File: config.mk
export PLATFORM = sky130hd
export DESIGN_NAME = acc_alu_ctrl
export DESIGN_NICKNAME = d
export VERILOG_FILES = /design/src/rtl/acc_pkg.sv /design/src/rtl/acc_op_decode.sv /design/src/rtl/acc_alu_ctrl.sv
export SDC_FILE = /design/constraint.sdc
export NUM_CORES = 1
export LEC_CHECK = 0
export ABC_AREA = 1
export BUFFER_PORTS_ARGS = -buffer_cell sky130_fd_sc_hd__buf_2
export CAP_MARGIN = 25
export CORE_MARGIN = 1
export CORE_UTILIZATION = 48
export DETAILED_ROUTE_END_ITERATION = 8
export GPL_ROUTABILITY_DRIVEN = 1
export PLACE_DENSITY = 0.84
export SYNTH_ARGS = -nofsm -noshare
export SYNTH_HDL_FRONTEND = slang
export SYNTH_SLANG_ARGS = --single-unit
export TNS_END_PERCENT = 100
File: constraint.sdc
create_clock -name clk -period 3.1 [get_ports clk]
set_input_delay 0.155 -clock clk [delete_from_list [all_inputs] [get_ports clk]]
set_output_delay 0.155 -clock clk [all_outputs]
set_load 0.03 [all_outputs]
File: src/rtl/acc_pkg.sv
// Shared constants for the accumulator issue/writeback stage: opcodes,
// ALU select codes and the control FSM state encoding.
package acc_pkg;

    localparam int OP_W  = 3;
    localparam int SEL_W = 2;

    localparam logic [OP_W-1:0] OP_ADD  = 3'd0;
    localparam logic [OP_W-1:0] OP_SUB  = 3'd1;
    localparam logic [OP_W-1:0] OP_SLL  = 3'd2;
    localparam logic [OP_W-1:0] OP_CMP  = 3'd3;
    localparam logic [OP_W-1:0] OP_LOAD = 3'd4;
    localparam logic [OP_W-1:0] OP_CLR  = 3'd5;

    localparam logic [SEL_W-1:0] ALU_ADD = 2'd0;
    localparam logic [SEL_W-1:0] ALU_SUB = 2'd1;
    localparam logic [SEL_W-1:0] ALU_SLL = 2'd2;
    localparam logic [SEL_W-1:0] ALU_CMP = 2'd3;

    typedef enum logic [1:0] {
        IDLE = 2'd0,
        EXEC = 2'd1,
        RESP = 2'd2
    } state_e;

    // Decoded control for one operation.
    typedef struct packed {
        logic [SEL_W-1:0] alu_s;
        logic             use_alu;
        logic             load;
        logic             clr;
        logic             illegal;
    } dec_t;

endpackage

File: src/rtl/acc_op_decode.sv
// Combinational opcode decoder: maps an opcode onto the ALU select and the
// writeback source (ALU result, operand load, clear, or hold for illegal codes).
module acc_op_decode
    import acc_pkg::*;
(
    input  logic [OP_W-1:0]  op_i,
    output logic [SEL_W-1:0] alu_s_o,
    output logic             use_alu_o,
    output logic             load_o,
    output logic             clr_o,
    output logic             illegal_o
);

    dec_t dec;

    always_comb begin
        dec = '{alu_s: ALU_ADD, use_alu: 1'b0, load: 1'b0, clr: 1'b0, illegal: 1'b0};
        case (op_i)
            OP_ADD: begin
                dec.alu_s   = ALU_ADD;
                dec.use_alu = 1'b1;
            end
            OP_SUB: begin
                dec.alu_s   = ALU_SUB;
                dec.use_alu = 1'b1;
            end
            OP_SLL: begin
                dec.alu_s   = ALU_SLL;
                dec.use_alu = 1'b1;
            end
            OP_CMP: begin
                dec.alu_s   = ALU_CMP;
                dec.use_alu = 1'b1;
            end
            OP_LOAD: dec.load = 1'b1;
            OP_CLR:  dec.clr  = 1'b1;
            // Codes 6-7 keep ACC and still produce a result.
            default: dec.illegal = 1'b1;
        endcase
    end

    assign alu_s_o   = dec.alu_s;
    assign use_alu_o = dec.use_alu;
    assign load_o    = dec.load;
    assign clr_o     = dec.clr;
    assign illegal_o = dec.illegal;

endmodule

File: src/rtl/acc_alu_ctrl.sv
// Accumulator issue-and-writeback stage: IDLE/EXEC/RESP control around an external ALU.
// Optional `ACC_FLAGS_EN adds registered zero/negative flags of ACC.
module acc_alu_ctrl
    import acc_pkg::*;
#(
    parameter int WIDTH = 16
) (
    input  logic             clk,
    input  logic             rst_n,
    input  logic             in_valid,
    output logic             in_ready,
    input  logic [OP_W-1:0]  in_op,
    input  logic [WIDTH-1:0] in_operand,
    output logic [WIDTH-1:0] alu_a,
    output logic [WIDTH-1:0] alu_b,
    output logic [SEL_W-1:0] alu_s,
    input  logic [WIDTH-1:0] alu_o,
    output logic [WIDTH-1:0] acc,
    output logic             res_valid,
    input  logic             res_ready,
    output logic [WIDTH-1:0] res_data,
    output logic             op_err
`ifdef ACC_FLAGS_EN
    ,
    output logic             flag_z,
    output logic             flag_n
`endif
);

    state_e           state_q, state_d;
    logic [OP_W-1:0]  op_q, op_d;
    logic [WIDTH-1:0] operand_q, operand_d;
    logic [WIDTH-1:0] acc_q, acc_d;
    logic             live_q;

    logic [SEL_W-1:0] dec_alu_s;
    logic             dec_use_alu;
    logic             dec_load;
    logic             dec_clr;
    logic             dec_illegal;
    logic             accept;

    // Decoding the registered opcode keeps alu_s stable through EXEC and RESP.
    acc_op_decode u_dec (
        .op_i      (op_q),
        .alu_s_o   (dec_alu_s),
        .use_alu_o (dec_use_alu),
        .load_o    (dec_load),
        .clr_o     (dec_clr),
        .illegal_o (dec_illegal)
    );

    // live_q holds in_ready low during reset and for the release cycle.
    always_ff @(posedge clk or negedge rst_n) begin
        if (!rst_n) begin
            live_q <= 1'b0;
        end else begin
            live_q <= 1'b1;
        end
    end

    assign in_ready = live_q && (state_q == IDLE);
    assign accept   = in_valid && in_ready;

    always_comb begin
        state_d   = state_q;
        op_d      = op_q;
        operand_d = operand_q;
        acc_d     = acc_q;
        case (state_q)
            IDLE: begin
                if (accept) begin
                    op_d      = in_op;
                    operand_d = in_operand;
                    state_d   = EXEC;
                end
            end
            EXEC: begin
                if (dec_use_alu) begin
                    acc_d = alu_o;
                end else if (dec_load) begin
                    acc_d = operand_q;
                end else if (dec_clr) begin
                    acc_d = '0;
                end
                state_d = RESP;
            end
            RESP: begin
                if (res_ready) begin
                    state_d = IDLE;
                end
            end
            default: state_d = IDLE;
        endcase
    end

    always_ff @(posedge clk or negedge rst_n) begin
        if (!rst_n) begin
            state_q   <= IDLE;
            op_q      <= OP_ADD;
            operand_q <= '0;
            acc_q     <= '0;
        end else begin
            state_q   <= state_d;
            op_q      <= op_d;
            operand_q <= operand_d;
            acc_q     <= acc_d;
        end
    end

    assign alu_a     = acc_q;
    assign alu_b     = operand_q;
    assign alu_s     = dec_alu_s;
    assign acc       = acc_q;
    assign res_valid = (state_q == RESP);
    assign res_data  = acc_q;
    assign op_err    = (state_q == EXEC) && dec_illegal;

`ifdef ACC_FLAGS_EN
    logic flag_z_q, flag_z_d;
    logic flag_n_q, flag_n_d;

    // Derived from acc_d so the flags move on exactly the edge ACC does.
    assign flag_z_d = (acc_d == '0);
    assign flag_n_d = acc_d[WIDTH-1];

    always_ff @(posedge clk or negedge rst_n) begin
        if (!rst_n) begin
            flag_z_q <= 1'b1;
            flag_n_q <= 1'b0;
        end else begin
            flag_z_q <= flag_z_d;
            flag_n_q <= flag_n_d;
        end
    end

    assign flag_z = flag_z_q;
    assign flag_n = flag_n_q;
`endif

endmodule

# After elaboration in Yosys (flattened, before gate mapping)
# Cells that the tools add are included.
dict set report totals {
  wordCells 34
  register_bits 38
  out_inout_bits 69
}
dict set report op_classes {
  n_reduce_logical 10
  eq_ne 9
  mux 10
}
# op count
set ops {}
lappend ops {{2-to-1 mux 16 bit} 3}
lappend ops {{one-hot mux 3 bit (4 select lines)} 1}
lappend ops {{equality test 3 x 2 -> 1 bit (second input constant)} 2}
lappend ops {{equality test 3 bit (second input constant)} 2}
lappend ops {{one-hot mux 2 bit (3 select lines)} 1}
lappend ops {{AND reduction 2 bit} 3}
lappend ops {{OR reduction 6 bit} 1}
lappend ops {{2-to-1 mux 2 bit} 2}
lappend ops {{equality test 3 x 1 -> 1 bit (second input constant)} 1}
lappend ops {{logical AND 1 bit} 3}
lappend ops {{logical NOT 3 bit} 1}
lappend ops {{2-to-1 mux 1 bit} 3}
lappend ops {{nonzero test 3 bit} 1}
lappend ops {{equality test 2 x 1 -> 1 bit (second input constant)} 1}
lappend ops {{equality test 2 bit (second input constant)} 1}
lappend ops {{logical NOT 2 bit} 1}
lappend ops {{!= test 2 x 1 -> 1 bit (second input constant)} 1}
lappend ops {{!= test 2 bit (second input constant)} 1}

# Logic depth before layout (Yosys ltp)
dict set report logic_depth {
  depth_word 5
  mapped_depth 6
}

# By module
# A second synthesis with hierarchy kept.
dict set report hier_totals {
  hier_cells 262
  area_unflattened_um2 2072.0
}
# module area_each_um2 cells_per_inst instances
set by_module_without_submodules {}
lappend by_module_without_submodules {acc_alu_ctrl 2034.5 252 1}
lappend by_module_without_submodules {acc_op_decode 37.5 10 1}

# Worst setup path before layout
# No wires, ideal clock.
dict set report synth_timing {
  path_kind {reg-to-output}
  from {register op_q[2]}
  to {output port alu_s[0]}
  required_time_ns 2.945
  n_path_buf 2
  arrival_ns 1.123
  stages_incl_launch_ff 4
  setup_slack_ns 1.822
  cell_sequence {dfrtp_1 buf_4 buf_4 nor2_1}
}
dict set report synth_between {
  elab_chain_len 2
}
# element line_no
set synth_rtl {}
lappend synth_rtl {{start: declaration} acc_alu_ctrl.sv:31} ;# logic [OP_W-1:0] op_q, op_d;
lappend synth_rtl {{start signal: assignment} acc_alu_ctrl.sv:105} ;# op_q <= op_d;
lappend synth_rtl {{equality test 3 x 2 -> 1 bit, or another cell as far along} acc_op_decode.sv:18} ;# case (op_i)
lappend synth_rtl {{one-hot mux 3 bit (4 select lines) (*)} acc_op_decode.sv:18}
lappend synth_rtl {{end: declaration} acc_alu_ctrl.sv:16} ;# output logic [SEL_W-1:0] alu_s,
# Every way passes the cells marked *; elsewhere a longest branch is shown, timed or not.

# Worst setup path in the final report
dict set report layout_timing {
  from {register op_q[2]}
  to {output port op_err}
}
dict set report layout_between {
  elab_chain_len 4
}
# element line_no
set layout_rtl {}
lappend layout_rtl {{equality test 3 x 1 -> 1 bit, or another cell as far along} acc_op_decode.sv:18}
lappend layout_rtl {{OR reduction 6 bit (no line) (*)} --}
lappend layout_rtl {{2-to-1 mux 1 bit (*)} acc_op_decode.sv:18}
lappend layout_rtl {{logical AND 1 bit (*)} acc_alu_ctrl.sv:117} ;# assign op_err = (state_q == EXEC) && dec_illegal;
lappend layout_rtl {{end: declaration} acc_alu_ctrl.sv:22} ;# output logic op_err
# Marks and branches as above.

==> results.yml <==
status:
  outcome: "finished, final reports clean"
critical_path:
  path_max_fanout: 21
  worst_setup_path_startpoint: "op_q[2]"
  critPathArrivalTime_ns: 1.53
  cp_data_required_time_ns: 2.94
  worst_path_max_stage_delay_ns: 0.76
  critPathSlowestCell: "sky130_fd_sc_hd__dfrtp_1"
  critical_path.cell_chain: "nand2_2 > nor2_1 > buf_2"
  start_kind: "flop"
  rr_startpoint: "state_q[1]"
  crit_path_end_kind: "output port"
  setup.worst_path.class: "reg -> out"
clock_tree:
  ctsHtreeMaxLevel: 2
  postCtsSetupBuffers: 0
  cts_num_sinks: 38
  clk-insertion-delay-late_ns: 0.29
  tritoncts.num_buffers: 5
  clock_path_buffers: 2
  clock_tree.root_cell: "sky130_fd_sc_hd__clkbuf_8"
  cts.clk_slew.worst_paths_ns: 0.07
  tritoncts: "built"
detailed_routing:
  drc: 0
  drt-pass1-iter-count: 7
  avgViaCountPerCell: 4.40
  ant_nets: 0
  detail_route.wl_per_cell_um: 10.7
  vias: 1665
  starting_drt_drc_count: 89
  routed_wl_mm: 4.04
timing:
  post-route-min-period_ns: 1.69
  period_share_pct: 54.5
  final.setup.worst_slack_ns: 1.41
  total_negative_slack_for_setup_checks_ns: 0
  hold-worst-slack_ns: 0.0480
  final-max-slew-violation-count: 0
  setup_repair_after_global_routing_missed_its_margin: "no"
  clock.fmax_mhz: 592
  tightestPinTransition_ns: 0.807
  setup-violations-final: 0
  slew-limit-headroom_pct: 46.2
  final-hold-violation-count: 0
  finalClockSkew_ns: 0.00495
place:
  port_buffers: 107
  dp_hpwl_mm: 3.08
  placed_cells_incl_taps: 369
  place_congestion: 0.763
  post-place-ws_ns: 1.45
synth:
  synth.avg_cell_area_um2: 7.92
  syn_inst: 254
  synth_sequential_area_ratio_pct: 47.3
  yosys.cell_types.count: 18
  synth.ff_latch_count: 38
  postSynthNetCount: 293
  post_synth_instance_area_um2: 2010
  yosys_warnings: 0
power_and_ir_drop:
  static-leakage-power_nw: 1.50
  irDropWorstVdd_mv: 0.368
  pwr_density_cell_nw_per_um2: 1040
finish:
  drive_gt1_share_pct: 37.5
  commonest_non_fill_non_tap_cells_in_the_layout: "sky130_fd_sc_hd__buf_2, sky130_fd_sc_hd__nand2_1, sky130_fd_sc_hd__dfrtp_1"
  final_cell_count_no_fill: 378
  multi_input_area_um2: 633
  n_fill_cell: 382
  num_antenna_cells: 0
  fin_nets: 366
  mostFrequentLayoutCell: "sky130_fd_sc_hd__buf_2"
  layout-area-overhead-vs-synth_pct: 18.8
  ff_latch_area_um2: 951
floorplanning:
  core_um2: 4000
  die_x_um: 66.7
  chipHeight_um: 66.7
  floorplan.rows: 23
  floorplan.die_area_um2: 4450
  initial_core_util_pct: 50.3
  io_pins: 108
global_route:
  grtUsageTotal_pct: 19.1
  first_global_vias: 1475
  grt_max_degree: 40
  grt-ovfl-total: 0
  wire_length_of_the_first_global_routing_pass_mm: 6.33
  antenna_found_initial: 0
min_path:
  min_from: "res_ready"
  min_path_type: "in -> reg"
run:
  max_cap_violations: 0
registers in the layout (all words and copies together) (netlist names):
register	cells
state_q	2
live_q	1
op_q	3
acc	16
alu_b	16
stage by stage:
step	power [W]	utilization, %	instance area, um^2
after floorplan	0.00202	-	2010
after global routing	0.00266	59.7	2390
after detailed placement	0.00216	57.1	2280
after CTS	0.00251	59.7	2390
after global placement	0.00214	57.1	2280
final	0.00249	59.7	2390
repair_timing:
| item | 4_1_cts | 5_1_grt |
|---|---|---|
| hold endpoints to repair | 38 | 0 |
| resized for setup | 0 | 0 |
| setup endpoints to repair | 0 | 0 |
| hold buffers | 1 | 0 |
where the power goes:
part           leakage (nW)  switching [W]  internal, W
clock network        0.0472       0.000165     0.000178
registers             0.476       0.000158     0.000653
logic                 0.981       0.000992     0.000346
Yosys cell counts, drive strengths merged:
cell / instances / area share (%)
nand2: 102 / 19
buf: 41 / 16
dfrtp: 38 / 47
inv: 27 / 5.0
o21ai: 20 / 5.2
nand3: 17 / 4.9
nor2: 6 / 1.5
clkbuf: 1 / 0.25
conb: 1 / 0.19
nand4: 1 / 0.62
worst max-delay path, delay by kind of cell, from the launching register on:
| family | cells | cell delay [ns] |
|---|---|---|
| buf+inv | 1 | 0.20 |
| simple gates | 2 | 0.29 |
| flops | 1 | 0.76 |
routing by layer:
layer | GRT usage, % | share of wire, % | up-vias
li1 | - | - | 878
met1 | 22.5 | 43 | 725
met2 | 33.6 | 50 | 56
met3 | 3.08 | 5.4 | 6
met4 | 8.78 | 1.5 | 0
met5 | 0 | 0 | -
cells by family after synthesis:
kind of cell           share of synthesized area (%)
AO/OA/AOI/OAI                                   5.16
buffers and inverters                           21.2
flip-flops                                      47.3
other                                          0.187
AND/OR/NAND/NOR                                 26.1
path summary, 6_finish.rpt:
check                           cells after the start  slack [ns]          to
worst min-delay path                                2        0.05  state_q[1]
min in group asynchronous                           2        0.51    alu_b[3]
worst max register to register                      3        1.46    alu_b[9]
worst min register to register                      2        0.51   alu_b[13]
worst max-delay path                                3        1.41      op_err
max in group asynchronous                           2        2.08     acc[12]
cell type report:
| type | instances | area share (%) |
|---|---|---|
| Clock buffer | 6 | 3.46 |
| Clock inverter | 2 | 0.524 |
| Inverter | 27 | 4.24 |
| Multi-Input combinational cell | 147 | 26.5 |
| Sequential cell | 38 | 39.8 |
| Tap cell | 50 | 2.62 |
| Timing Repair Buffer | 108 | 22.8 |
Power figures use the tool's default switching activity.
